==> src/rtl/updown_step_sequencer_pkg.sv <==
// Shared types and constants for the up/down step sequencer and its downstream counter.
package updown_step_sequencer_pkg;

    typedef enum logic [2:0] {
        IDLE  = 3'd0,
        SETUP = 3'd1,
        STEP  = 3'd2,
        GAP   = 3'd3,
        DONE  = 3'd4
    } state_e;

    // Counter mode encoding, shared with the counter side.
    localparam logic MODE_UP   = 1'b0;
    localparam logic MODE_DOWN = 1'b1;

    // True while a command owns the counter.
    function automatic logic is_active(input state_e s);
        return (s == SETUP) || (s == STEP) || (s == GAP);
    endfunction

endpackage

==> src/rtl/updown_step_sequencer_step_gap_timer.sv <==
// Loadable down-counter that flags expiry of the inter-step gap.
module updown_step_sequencer_step_gap_timer #(
    parameter int unsigned W = 1
) (
    input  logic         clk,
    input  logic         reset,
    input  logic         load,
    input  logic [W-1:0] load_val,
    input  logic         dec,
    output logic         expired_c
);

    logic [W-1:0] cnt_d;
    logic [W-1:0] cnt_q;

    always_comb begin
        cnt_d = cnt_q;
        if (load) begin
            cnt_d = load_val;
        end else if (dec && (cnt_q != '0)) begin
            cnt_d = cnt_q - W'(1);
        end
    end

    always_ff @(posedge clk) begin
        if (!reset) begin
            cnt_q <= '0;
        end else begin
            cnt_q <= cnt_d;
        end
    end

    assign expired_c = (cnt_q == '0);

endmodule

==> src/rtl/updown_step_sequencer.sv <==
// Command front-end for the up/down counter: turns "move N steps" commands into
// one-cycle count enables while tracking a shadow copy of the counter value.
module updown_step_sequencer
    import updown_step_sequencer_pkg::*;
#(
    parameter int unsigned WIDTH  = 3,
    parameter int unsigned STEP_W = 8,
    parameter int unsigned DIV    = 1
) (
    input  logic              clk,
    input  logic              reset,
    input  logic              cmd_valid,
    output logic              cmd_ready,
    input  logic              cmd_dir,
    input  logic [STEP_W-1:0] cmd_steps,
    input  logic              abort,
    output logic              cnt_en,
    output logic              cnt_mode,
    output logic [WIDTH-1:0]  pos,
    output logic              busy,
    output logic              done,
    output logic              aborted,
    output logic              wrap
);

    localparam int unsigned TIMER_W  = $clog2(DIV) + 1;
    // A gap of DIV-1 cycles: the loaded value plus the expiry cycle.
    localparam int unsigned GAP_LOAD = (DIV > 1) ? (DIV - 2) : 0;
    localparam logic [WIDTH-1:0] POS_MAX = '1;

    state_e              state_d,     state_q;
    logic [STEP_W-1:0]   remaining_d, remaining_q;
    logic [WIDTH-1:0]    pos_d,       pos_q;
    logic                cnt_mode_d,  cnt_mode_q;
    logic                cnt_en_d,    cnt_en_q;
    logic                cmd_ready_d, cmd_ready_q;
    logic                busy_d,      busy_q;
    logic                done_d,      done_q;
    logic                aborted_d,   aborted_q;
    logic                wrap_d,      wrap_q;

    logic                timer_load;
    logic                timer_dec;
    logic                timer_expired;

    updown_step_sequencer_step_gap_timer #(
        .W (TIMER_W)
    ) u_step_gap_timer (
        .clk       (clk),
        .reset     (reset),
        .load      (timer_load),
        .load_val  (TIMER_W'(GAP_LOAD)),
        .dec       (timer_dec),
        .expired_c (timer_expired)
    );

    // Next-state, datapath and registered-output decode.
    always_comb begin
        state_d     = state_q;
        remaining_d = remaining_q;
        pos_d       = pos_q;
        cnt_mode_d  = cnt_mode_q;
        aborted_d   = 1'b0;
        wrap_d      = 1'b0;
        timer_load  = 1'b0;
        timer_dec   = 1'b0;

        case (state_q)
            IDLE: begin
                if (cmd_valid && cmd_ready_q) begin
                    remaining_d = cmd_steps;
                    if (cmd_steps == '0) begin
                        state_d = DONE;
                    end else begin
                        state_d    = SETUP;
                        cnt_mode_d = cmd_dir;
                    end
                end
            end
            SETUP: begin
                if (abort) begin
                    state_d   = DONE;
                    aborted_d = 1'b1;
                end else begin
                    state_d = STEP;
                end
            end
            STEP: begin
                // The enable issued this cycle always counts, even under abort.
                if (cnt_mode_q == MODE_UP) begin
                    pos_d  = pos_q + WIDTH'(1);
                    wrap_d = (pos_q == POS_MAX);
                end else begin
                    pos_d  = pos_q - WIDTH'(1);
                    wrap_d = (pos_q == '0);
                end
                remaining_d = remaining_q - STEP_W'(1);
                if (abort) begin
                    state_d   = DONE;
                    aborted_d = 1'b1;
                end else if (remaining_q == STEP_W'(1)) begin
                    state_d = DONE;
                end else if (DIV > 1) begin
                    state_d    = GAP;
                    timer_load = 1'b1;
                end else begin
                    state_d = STEP;
                end
            end
            GAP: begin
                if (abort) begin
                    state_d   = DONE;
                    aborted_d = 1'b1;
                end else if (timer_expired) begin
                    state_d = STEP;
                end else begin
                    timer_dec = 1'b1;
                end
            end
            DONE: begin
                state_d = IDLE;
            end
            default: begin
                state_d = IDLE;
            end
        endcase

        cnt_en_d    = (state_d == STEP);
        cmd_ready_d = (state_d == IDLE);
        busy_d      = is_active(state_d);
        done_d      = (state_d == DONE);
    end

    always_ff @(posedge clk) begin
        if (!reset) begin
            state_q     <= IDLE;
            remaining_q <= '0;
            pos_q       <= '0;
            cnt_mode_q  <= MODE_UP;
            cnt_en_q    <= 1'b0;
            cmd_ready_q <= 1'b0;
            busy_q      <= 1'b0;
            done_q      <= 1'b0;
            aborted_q   <= 1'b0;
            wrap_q      <= 1'b0;
        end else begin
            state_q     <= state_d;
            remaining_q <= remaining_d;
            pos_q       <= pos_d;
            cnt_mode_q  <= cnt_mode_d;
            cnt_en_q    <= cnt_en_d;
            cmd_ready_q <= cmd_ready_d;
            busy_q      <= busy_d;
            done_q      <= done_d;
            aborted_q   <= aborted_d;
            wrap_q      <= wrap_d;
        end
    end

    assign cmd_ready = cmd_ready_q;
    assign cnt_en    = cnt_en_q;
    assign cnt_mode  = cnt_mode_q;
    assign pos       = pos_q;
    assign busy      = busy_q;
    assign done      = done_q;
    assign aborted   = aborted_q;
    assign wrap      = wrap_q;

endmodule

==> config.mk <==
export PLATFORM = sky130hd
export DESIGN_NAME = updown_step_sequencer
export DESIGN_NICKNAME = d
export VERILOG_FILES = /design/src/rtl/updown_step_sequencer_pkg.sv /design/src/rtl/updown_step_sequencer_step_gap_timer.sv /design/src/rtl/updown_step_sequencer.sv
export SDC_FILE = /design/constraint.sdc
export NUM_CORES = 1
export LEC_CHECK = 0
export ABC_CLOCK_PERIOD_IN_PS = 2500
export BUFFER_PORTS_ARGS = -buffer_cell sky130_fd_sc_hd__buf_2
export CORE_ASPECT_RATIO = 1.4
export CORE_MARGIN = 1.5
export CORE_UTILIZATION = 52
export DETAILED_ROUTE_END_ITERATION = 12
export PLACE_DENSITY = 0.77
export SETUP_SLACK_MARGIN = 0.3
export SYNTH_ARGS = -nofsm -noshare
export SYNTH_HDL_FRONTEND = slang
export SYNTH_HIERARCHICAL = 1
export SYNTH_SLANG_ARGS = --single-unit
==> constraint.sdc <==
create_clock -name clk -period 2.5 [get_ports clk]
set_clock_uncertainty 0.1 [all_clocks]
set_input_delay 0 -clock clk [delete_from_list [all_inputs] [get_ports clk]]
set_output_delay 0 -clock clk [all_outputs]
set_load 0.02 [all_outputs]
# ---- Word-level counts from Yosys, hierarchy flattened
# Index checks and enable logic that the tools add are counted.
dict set report word_totals {
  ff_bits 22
  output_inout_bits 10
}
dict set report op_classes {
  n_addsub 4
  n_eq_ne 10
  muxes 16
  bitwise 1
  n_reduce_logical 14
}
# cell count
set op_table {}
lappend op_table {{$mux 3} 8}
lappend op_table {{$pmux 8 s2} 1}
lappend op_table {{$eq 3x2->1 const B} 4}
lappend op_table {{$pmux 3 s4} 1}
lappend op_table {{$logic_not 3->1} 3}
lappend op_table {{$eq 8x1->1 const B} 1}
lappend op_table {{$logic_not 8->1} 1}
lappend op_table {{$mux 8} 1}
lappend op_table {{$sub 8x1->8 const B} 1}
lappend op_table {{$eq 3x1->1 const B} 2}
lappend op_table {{$eq 3x3->1 const B} 2}
lappend op_table {{$reduce_and 2->1} 3}
lappend op_table {{$mux 1} 5}
lappend op_table {{$add 3x1->3 const B} 1}
lappend op_table {{$reduce_and 3->1} 1}
lappend op_table {{$reduce_or 3->1} 1}
lappend op_table {{$sub 3x1->3 const B} 1}
lappend op_table {{$logic_and 1x1->1} 2}
lappend op_table {{$logic_or 1x1->1} 2}
lappend op_table {{$ne 2x2->1 const B} 1}
lappend op_table {{$reduce_bool 2->1} 1}
lappend op_table {{$not 1->1} 1}
lappend op_table {{$sub 1x1->1 const B} 1}

# ---- Depth between registers and ports, before layout
# Gate-level depths: netlist (run 1).
dict set report depth {
  depth_word 7
  ltp_mapped 7
  depth_no_buf 6
}

# ---- By module
# Netlist (run 1), hierarchy kept.
# mod n_inst cells_each area_per_inst_um2 seq_area_each_um2
set modules_own_cells {}
lappend modules_own_cells {updown_step_sequencer 1 119 1006.0 420.4}
lappend modules_own_cells {updown_step_sequencer_step_gap_timer 1 5 48.8 20.0}

# ---- Least setup slack after synthesis (run 1)
# OpenSTA, ideal clock, no wires.
dict set report synth_path {
  path_type {reg-to-reg}
  start {reg state_q[0]}
  end {reg remaining_q[7]}
  arrival_ns 1.959
  t_required_ns 2.326
  slack_ns 0.366
  path_stages_with_launch 8
  path_buffers 3
  synth_period_minus_slack_ns 2.134
  cell_sequence {dfxtp_1 buf_2 or3b_1 buf_2 or4_1 clkbuf_2 or4_1 a31oi_1}
}
dict set report synth_between {
  elab_chain_len 3
  elab_cells_between_ends 6
  classes_between {eq/ne: 2; mux: 1; reduce/logical: 3}
}
# element line_no
set synth_lines {}
lappend synth_lines {{start: declaration} updown_step_sequencer.sv:31} ;# state_e state_d, state_q;
lappend synth_lines {{start signal: assignment} updown_step_sequencer.sv:147} ;# state_q <= state_d;
lappend synth_lines {{$eq 3x2->1 / $logic_not 3->1 (equally long branches)} updown_step_sequencer.sv:68} ;# case (state_q)
lappend synth_lines {{$reduce_bool 2->1 (no source line) / $ne 2x2->1 (equally long branches)} -}
lappend synth_lines {{$reduce_and 2->1 (no source line)} -}
lappend synth_lines {{end signal: assignment} updown_step_sequencer.sv:148} ;# remaining_q <= remaining_d;
lappend synth_lines {{end: declaration} updown_step_sequencer.sv:32} ;# logic [STEP_W-1:0] remaining_d, remaining_q;
# Several ways; a longest one is shown, not always the timed one.
# A chain may end at the register's enable or synchronous reset.

# ---- Final worst setup path (run 1)
dict set report layout_path {
  start {reg state_q[2]}
  end {reg remaining_q[7]}
}
# The elaborated chain is that of the path after synthesis.

==> results.yml, run 1 <==
clocking:
  clk_pin_slew_worst_paths_ns: 0.12
  postCtsSetupRepairBufs: 0
  cts.sinks: 22
  htreeDepth: 1
  cts_tree: "built"
  cts_inserted_buffers: 3
  clk_latency_ns: 0.30
  cts_buffer_depth: 2
  clockRootBuffer: "clkbuf_4"
synthesis:
  syn-mean-instance-area_um2: 8.51
  post_synth_inst_count: 124
  ys_ff_latch: 22
  synth-main-ff-cell: "dfxtp_1"
  mappedNetlistArea_mm2: 0.00105
  synth_cell_types: 36
  async_flop_share: 0
  synth-edff-count: 0
  synthesis.yosys.warnings: 6
  synth_seq_area_share: 0.418
timing:
  fmax_mhz: 469
  finalMaxSlewViolations: 0
  report.final.setup_viol: 0
  worst_slew_pin_slew_ns: 0.581
  timing.final.crit_share: 0.854
  min_period_ns: 2.13
  slew_headroom: 0.612
  rsz0062_at_grt: "false"
  finalHoldViolations: 0
  finalSetupTns_ns: 0
power:
  p_seq_frac: 0.555
  switching_share: 0.264
  vdd_drop_max_mv: 0.354
  leakage_nw: 0.565
  p_per_area_mw_per_mm2: 514
  clkPwrFrac: 0.279
  comb_power_share: 0.166
  power.switching_mw: 0.182
  intPower_mw: 0.509
floorplan:
  die_y_um: 56.3
  core_area_mm2: 0.00195
  io_pins: 23
  die_area_mm2: 0.00231
  rows: 19
  start_util: 0.541
  die_x_um: 41.1
placed_design:
  portBuffers: 22
  placed_cells: 165
  dp_hpwl_um: 1630
  gp_congestion: 0.810
grt:
  met1_usage: 0.347
  grt_pass1_vias: 1017
  busiest_layer: "met2"
  antenna_found_initial: 0
  grt_first_pass_wirelength_um: 4200
  use_met3: 0.0514
  overflow: 0
  grt_max_degree: 16
  grt_usage: 0.262
  use_met2: 0.386
job:
  max_cap_viol_count: 0
route:
  drtIter0Drc: 38
  drc: 0
  postRouteAntennaNets: 0
  post_drt_wl_per_cell_um: 14.4
  vias: 1091
  wl_um: 2600
  firstDrtPassIters: 4
  via_per_inst: 6.03
critical_path:
  cp-start-kind: "register"
  crit_fanout: 8
  crit_path_end_kind: "register"
  critPathKind: "reg2reg"
  critPathRequiredTime_ns: 2.58
  arrival_ns: 2.21
outcome:
  status: "finished, final reports clean"
final_layout:
  drive_above_1_share: 0.188
  instances_no_fill: 181
  nNetsFinal: 177
  synthToLayoutAreaGrowth_pct: 27.5
  n_antenna_cell: 0
hold_path:
  min_path_type: "in2reg"
cells by family after synthesis:
kind of cell             synth area share
AND/OR/NAND/NOR                     0.247
AO/OA/AOI/OAI                       0.228
flip-flops                          0.418
XOR/XNOR                          0.00831
adder cells (fa/ha/maj)            0.0427
other                             0.00356
buffers and inverters              0.0534
repair_timing:
item / 4_1_cts / 5_1_grt
hold buffers: 12 / 0
setup endpoints to repair: 0 / 2
gates resized for setup: 0 / 1
hold endpoints to repair: 13 / 0
worst max-delay path, stage by stage, from the launching register on:
cell      delay, ns
dfxtp_1        0.40
or3b_1         0.41
or4_1          0.52
o311ai_0       0.44
a31oi_1        0.15
routing by layer:
metal / vias to the layer above / wire length [um]
li1: 535 / -
met1: 503 / 1110
met2: 41 / 1330
met3: 12 / 112
met4: 0 / 55
met5: - / 0
per-stage QoR:
stage	worst slack, ns	hold slack, ns	utilization	area [um2]	power [mW]
floorplan	0.366	0.0162	-	1060	0.453
global placement	0.462	0.157	0.609	1190	0.485
detailed placement	0.409	0.159	0.609	1190	0.487
CTS	0.372	0.0943	0.689	1340	0.692
global route	0.329	0.151	0.690	1350	0.729
finish	0.366	0.117	0.690	1350	0.691
power by group through the flow:
| stage | combinational [mW] | sequential (mW) | clock [mW] |
|---|---|---|---|
| 6_report | 0.115 | 0.384 | 0.193 |
| 5_1_grt | 0.126 | 0.387 | 0.215 |
| 4_1_cts | 0.111 | 0.383 | 0.199 |
| 3_5_place_dp | 0.0960 | 0.391 | 0 |
| 3_3_place_gp | 0.0952 | 0.390 | 0 |
| 2_1_floorplan | 0.0595 | 0.393 | 0 |
synth_stat cells (2+ instances only):
cell type | count | area share
o21ai_0 | 4 | 0.019
o311ai_0 | 3 | 0.025
a21oi_1 | 10 | 0.047
or3_1 | 2 | 0.012
nor3b_1 | 3 | 0.021
nor2_1 | 7 | 0.025
a31oi_1 | 4 | 0.024
buf_2 | 2 | 0.0095
nand2_1 | 14 | 0.050
a211oi_1 | 3 | 0.021
o21a_1 | 3 | 0.021
clkbuf_1 | 3 | 0.011
inv_1 | 8 | 0.028
ha_1 | 2 | 0.024
dfxtp_1 | 22 | 0.42
nor4_1 | 5 | 0.030
a21o_1 | 2 | 0.014
or4_1 | 5 | 0.036
nand3_1 | 5 | 0.024
worst paths after layout:
| kind | startpoint | end | slack [ns] | cells past startpoint |
|---|---|---|---|---|
| hold / removal | cmd_valid | state_q[0]$_SDFF_PN0_ | 0.12 | 5 |
| setup reg to reg | state_q[2]$_SDFF_PN0_ | remaining_q[7]$_SDFFE_PN0P_ | 0.37 | 4 |
| hold reg to reg | u_step_gap_timer/cnt_q$_SDFFE_PN0P_ | u_step_gap_timer/cnt_q$_SDFFE_PN0P_ | 0.40 | 2 |
| setup / recovery | state_q[2]$_SDFF_PN0_ | remaining_q[7]$_SDFFE_PN0P_ | 0.37 | 4 |
flip-flops by register name, summed over array words and instances (netlist names):
register / flops
cmd_ready: 1
wrap: 1
busy: 1
state_q: 3
aborted: 1
pos: 3
done: 1
remaining_q: 8
cnt_en: 1
cnt_mode: 1
u_step_gap_timer/cnt_q: 1
placed cells by master, fill, tap and decap left out, types with 2 or more instances in the layout:
cell type	count
a211oi_1	3
a21o_1	2
a21oi_1	10
a31oi_1	4
buf_2	22
buf_4	2
clkbuf_4	3
conb_1	3
dfxtp_1	21
dlygate4sd3_1	12
ha_1	2
inv_1	8
nand2_1	14
nand3_1	5
nor2_1	7
nor3b_1	3
nor4_1	5
o21a_1	3
o21ai_0	4
o311ai_0	3
or3_1	2
or4_1	5
final cells by class:
cell class	instances	area (um2)
Clock buffer	4	36.3
Fill cell	168	604
Inverter	8	30.0
Multi-Input combinational cell	90	566
Sequential cell	22	442
Tap cell	21	26.3
Timing Repair Buffer	36	245
No activity file was read; power rests on OpenSTA's default activity.
==> run 2, diff against run 1 <==
--- a/config.mk
+++ b/config.mk
@@ -5,11 +5,12 @@
 export SDC_FILE = /design/constraint.sdc
 export NUM_CORES = 1
 export LEC_CHECK = 0
+export ABC_AREA = 1
 export ABC_CLOCK_PERIOD_IN_PS = 2500
 export BUFFER_PORTS_ARGS = -buffer_cell sky130_fd_sc_hd__buf_2
 export CORE_ASPECT_RATIO = 1.4
 export CORE_MARGIN = 1.5
-export CORE_UTILIZATION = 52
+export CORE_UTILIZATION = 53
 export DETAILED_ROUTE_END_ITERATION = 12
 export PLACE_DENSITY = 0.77
 export SETUP_SLACK_MARGIN = 0.3
==> run 2 against run 1 <==
Compared with the run above: critical path type unchanged; maximum frequency is 6.9% higher; sequential power hardly changed; cell count is 25% higher; largest cell class unchanged; flip-flop and latch count stayed put; design area is 9.4% higher.
==> results.yml, run 2 <==
clocking:
  clk_latency_ns: 0.30
  cts.sinks: 22
  htreeDepth: 1
  cts_tree: "built"
  postCtsSetupRepairBufs: 0
  clockRootBuffer: "clkbuf_4"
  cts_buffer_depth: 2
  clk_pin_slew_worst_paths_ns: 0.13
  cts_inserted_buffers: 3
timing:
  fmax_mhz: 501
  finalSetupTns_ns: 0
  min_period_ns: 2.00
  report.final.setup_viol: 0
  finalMaxSlewViolations: 0
  rsz0062_at_grt: "false"
  finalHoldViolations: 0
  timing.final.crit_share: 0.799
synthesis:
  synth_cell_types: 30
  syn-mean-instance-area_um2: 7.04
  yosysTopAreaCell: "dfxtp_1"
  post_synth_inst_count: 169
  synth_top_area_frac: 0.370
  synth_seq_area_share: 0.370
  async_flop_share: 0
  synthesis.yosys.warnings: 6
  synth-main-ff-cell: "dfxtp_1"
  yosysMostFrequentCell: "nand2_1"
  ys_ff_latch: 22
  mappedNetlistArea_mm2: 0.00119
  synthTopCellsByArea: "dfxtp_1, nand2_1, inv_1"
  synth_commonest_cells: "nand2_1, inv_1, dfxtp_1"
  synth-edff-count: 0
floorplan:
  die_x_um: 43.0
  start_util: 0.553
  io_pins: 23
  core_area_mm2: 0.00215
  die_area_mm2: 0.00254
  rows: 20
  die_y_um: 59.1
route:
  drc: 0
  wl_um: 2690
  firstDrtPassIters: 4
  post_drt_wl_per_cell_um: 11.9
  via_per_inst: 5.31
  drtIter0Drc: 47
  vias: 1206
  postRouteAntennaNets: 0
grt:
  overflow: 0
  grt_usage: 0.229
  antenna_found_initial: 0
  grt_pass1_vias: 1147
  grt_first_pass_wirelength_um: 4530
  grt_max_degree: 14
placed_design:
  portBuffers: 22
  dp_hpwl_um: 1990
  gp_congestion: 0.881
final_layout:
  drive_above_1_share: 0.205
  fill_cells: 189
  nNetsFinal: 222
  regMostFlops: "remaining_q"
  multi_input_area_um2: 633
  mostFrequentLayoutCell: "nand2_1"
  n_antenna_cell: 0
  final_cell_mix: "nand2_1, inv_1, dfxtp_1, buf_2, nor2_1"
  regArea_um2: 440
  largest_register_ffs: 8
  synthToLayoutAreaGrowth_pct: 23.7
power:
  leakage_nw: 0.684
  vdd_drop_max_mv: 0.527
  comb_power_share: 0.200
  power_mw: 0.818
  switching_share: 0.271
  intPower_mw: 0.596
  clkPwrFrac: 0.330
  p_seq_frac: 0.471
  p_per_area_mw_per_mm2: 556
  power.switching_mw: 0.222
critical_path:
  r2r_cells: 8
  arrival_ns: 2.11
  critPathKind: "reg2reg"
  crit_fanout: 13
  cp-start-kind: "register"
  crit_path_end_kind: "register"
  critPathRequiredTime_ns: 2.61
hold_path:
  holdPathStages: 5
  min_path_type: "in2reg"
job:
  max_cap_viol_count: 0
outcome:
  status: "finished, final reports clean"
## run 2: final timing paths
kind                                             from                           to  slack, ns
worst max register to register  state_q[0]$_SDFF_PN0_  remaining_q[7]$_SDFFE_PN0P_       0.50
worst max-delay path            state_q[0]$_SDFF_PN0_  remaining_q[7]$_SDFFE_PN0P_       0.50
worst min-delay path                        cmd_valid  remaining_q[2]$_SDFFE_PN0P_       0.06
worst min register to register  state_q[2]$_SDFF_PN0_           aborted$_SDFF_PN0_       0.41
## run 2: kinds of logic after synthesis
| kind of cell | Yosys count | synth area share |
|---|---|---|
| fa+ha+maj | 3 | 0.0379 |
| other cells | 1 | 0.00315 |
| simple gates | 82 | 0.330 |
| buf+inv | 29 | 0.104 |
| flops | 22 | 0.370 |
| compound gates | 31 | 0.147 |
| xor+xnor | 1 | 0.00736 |
## run 2: worst max-delay path: stages, from the launching register on
cell and delay, ns:
dfxtp_1 0.41, inv_1 0.09, nand3_4 0.15, inv_2 0.15, nor2_4 0.23, inv_2 0.07
o21ai_2 0.11, a21oi_1 0.04, dlygate4sd3_1 0.54
## run 2: power groups by stage
stage / logic, mW / registers (mW) / clock network (mW)
detailed placement: 0.149 / 0.392 / 0
global placement: 0.146 / 0.392 / 0
global route: 0.186 / 0.388 / 0.287
floorplan: 0.102 / 0.396 / 0
finish: 0.164 / 0.385 / 0.270
CTS: 0.164 / 0.385 / 0.274
## run 2: per-layer routing
| metal | wire length [um] | GRT usage |
|---|---|---|
| met1 | 1080 | 0.262 |
| met2 | 1480 | 0.429 |
| met3 | 103 | 0.0244 |
| met4 | 28 | 0.0866 |
| met5 | 0 | 0 |
## run 2: what timing repair did
item | CTS | global route
hold buffers | 11 | 0
endpoints found under the hold margin | 20 | 0
gates resized for setup | 0 | 0
## run 2: per-stage QoR
| step | area [um2] | util | instances | setup slack, ns | hold WS [ns] |
|---|---|---|---|---|---|
| after floorplan | 1200 | - | 171 | 0.899 | 0.0108 |
| after global placement | 1310 | 0.608 | 212 | 1.03 | 0.161 |
| after detailed placement | 1310 | 0.608 | 212 | 0.957 | 0.161 |
| after CTS | 1470 | 0.684 | 227 | 0.506 | 0.0612 |
| after global routing | 1470 | 0.684 | 227 | 0.370 | 0.0680 |
| final | 1470 | 0.684 | 227 | 0.504 | 0.0625 |
## run 2: final cells by class
class,count,share of cell area
multi-input combinational,120,0.430
sequential,22,0.299
timing repair buffer,33,0.150
inverter,26,0.0663
clock inverter,1,0.0204
tap,22,0.0187
clock buffer,3,0.0153
==> run 3, diff against run 2 <==
--- a/config.mk
+++ b/config.mk
@@ -6,13 +6,13 @@
 export NUM_CORES = 1
 export LEC_CHECK = 0
 export ABC_AREA = 1
-export ABC_CLOCK_PERIOD_IN_PS = 2500
+export ABC_CLOCK_PERIOD_IN_PS = 1700
 export BUFFER_PORTS_ARGS = -buffer_cell sky130_fd_sc_hd__buf_2
 export CORE_ASPECT_RATIO = 1.4
 export CORE_MARGIN = 1.5
-export CORE_UTILIZATION = 53
+export CORE_UTILIZATION = 48
 export DETAILED_ROUTE_END_ITERATION = 12
-export PLACE_DENSITY = 0.77
+export PLACE_DENSITY = 0.74
 export SETUP_SLACK_MARGIN = 0.3
 export SYNTH_ARGS = -nofsm -noshare
 export SYNTH_HDL_FRONTEND = slang
==> constraint.sdc (replaced) <==
create_clock -name clk -period 1.7 [get_ports clk]
set_clock_uncertainty 0.1 [all_clocks]
set_input_delay 0 -clock clk [delete_from_list [all_inputs] [get_ports clk]]
set_output_delay 0 -clock clk [all_outputs]
set_load 0.02 [all_outputs]
==> run 3 against run 2 <==
Compared with the run above: register-to-register slack worse by 0.21 ns; flip-flop and latch count stayed put; first-iteration DRC count is 19% lower; critical endpoint is now pos[2]$_SDFFE_PN0P_.
==> results.yml, run 3 (synthesis gave the netlist of run 2 again) <==
outcome:
  status: "finished, final reports clean"
placed_design:
  dp_slack_ns: 0.293
  portBuffers: 22
  gp_congestion: 0.894
  placed_cells: 214
  placed_area_mm2: 0.00133
  dp_hpwl_um: 2070
clocking:
  htreeDepth: 1
  clockRootBuffer: "clkbuf_4"
  clk_pin_slew_worst_paths_ns: 0.13
  cts.sinks: 22
  clk_latency_ns: 0.32
  cts_buffer_depth: 2
  cts_inserted_buffers: 3
  cts_tree: "built"
grt:
  antenna_found_initial: 0
  grt_usage: 0.221
  grt_max_degree: 14
  overflow: 0
  grt_first_pass_wirelength_um: 4480
  grt_pass1_vias: 1124
power:
  leakage_nw: 0.686
  power_mw: 1.07
  p_seq_frac: 0.528
  p_per_area_mw_per_mm2: 705
  intPower_mw: 0.732
  switching_share: 0.318
  power.switching_mw: 0.342
  clkPwrFrac: 0.231
  comb_power_share: 0.240
  vdd_drop_max_mv: 0.493
final_layout:
  largest_register_ffs: 8
  synthToLayoutAreaGrowth_pct: 28.0
  drive_above_1_share: 0.295
  n_antenna_cell: 0
  mostFrequentLayoutCell: "nand2_1"
  finish.instance_area_mm2: 0.00152
  final_cell_mix: "nand2_1, buf_2, inv_1"
  nNetsFinal: 224
  final_util: 0.644
  fill_cells: 211
  regMostFlops: "remaining_q"
  instances_no_fill: 230
timing:
  rsz0062_at_grt: "true"
  timing.final.crit_share: 0.825
  report.final.setup_viol: 0
  fin_hold_ws_ns: 0.0364
  fmax_mhz: 713
  min_period_ns: 1.40
  finalHoldViolations: 0
  finalMaxSlewViolations: 0
  finalSetupTns_ns: 0
  setup_ws_ns: 0.298
route:
  vias: 1227
  wl_um: 2910
  drtIter0Drc: 38
  via_per_inst: 5.33
  post_drt_wl_per_cell_um: 12.7
  drc: 0
  postRouteAntennaNets: 0
  firstDrtPassIters: 4
critical_path:
  crit_chain: "inv_1 > fa_2 > xnor2_2 > nand2_1 > o21ai_1 > a21oi_1"
  cp-start-kind: "register"
  slowest_stage: "fa_2"
  crit_fanout: 4
  critPathRequiredTime_ns: 1.83
  crit_path_end_kind: "register"
  r2r-end: "pos[2]$_SDFFE_PN0P_"
  path_delay_family: "adder cells"
  r2r_cells: 6
  rr_startpoint: "pos[0]$_SDFFE_PN0P_"
  worst-r2r-setup-slack_ns: 0.30
  arrival_ns: 1.53
  critPathKind: "reg2reg"
  critical_path.max_stage_delay_ns: 0.38
  path_buf_inv: 1
job:
  max_cap_viol_count: 0
floorplan:
  die_area_mm2: 0.00279
  die_x_um: 45.1
  core_area_mm2: 0.00236
  io_pins: 23
  die_y_um: 61.9
  start_util: 0.503
  rows: 21
hold_path:
  min_to: "cnt_mode$_SDFFE_PN0P_"
  min_path_type: "in2reg"
  min-delay-start: "cmd_valid"
  holdPathStages: 5
run 3: cell types whose count changed in the layout (fill, tap and decap cells not counted), sizes merged:
cell	delta
buf	+2
bufinv	-1
clkinv	+1
run 3: layout make-up:
class | count | area, um2 | share of cell area
multi-input combinational | 120 | 679 | 0.446
sequential | 22 | 453 | 0.297
timing repair buffer | 35 | 235 | 0.154
inverter | 26 | 100 | 0.0657
tap | 23 | 28.8 | 0.0189
clock buffer | 3 | 22.5 | 0.0148
clock inverter | 1 | 3.75 | 0.00247
run 3: worst max-delay path by stage:
stage	slack, ns	from	to	cells past startpoint
after detailed placement	0.29	cnt_mode$_SDFFE_PN0P_	pos[2]$_SDFFE_PN0P_	6
after floorplan	0.31	cnt_mode$_SDFFE_PN0P_	pos[2]$_SDFFE_PN0P_	6
after CTS	0.30	pos[0]$_SDFFE_PN0P_	pos[2]$_SDFFE_PN0P_	6
final	0.30	pos[0]$_SDFFE_PN0P_	pos[2]$_SDFFE_PN0P_	6
after global routing	0.21	pos[0]$_SDFFE_PN0P_	pos[2]$_SDFFE_PN0P_	6
after global placement	0.32	cnt_mode$_SDFFE_PN0P_	pos[2]$_SDFFE_PN0P_	6
run 3: tightest hold or removal path, delay by kind of cell:
| family | cells | cell delay [ns] |
|---|---|---|
| AO/OA/AOI/OAI | 1 | 0.05 |
| buffers and inverters | 1 | 0.12 |
| AND/OR/NAND/NOR | 3 | 0.26 |
run 3: routing by layer:
metal / track usage / routed length (um)
met1: 0.239 / 1170
met2: 0.416 / 1530
met3: 0.0202 / 154
met4: 0.113 / 59
met5: 0 / 0
run 3: repair_timing:
item	in CTS	in global routing
hold buffers	11	0
resized for setup	1	17
endpoints found under the setup margin	2	12
hold endpoints to repair	20	0
pin swaps	1	4
setup buffers	1	0
run 3: power groups by stage:
stage                     Sequential, mW  Clock, mW  Combinational, mW
after floorplan                    0.582          0              0.151
after global placement             0.574          0              0.217
after detailed placement           0.575          0              0.221
after CTS                          0.563      0.255              0.246
after global routing               0.571      0.277              0.290
final                              0.568      0.248              0.258
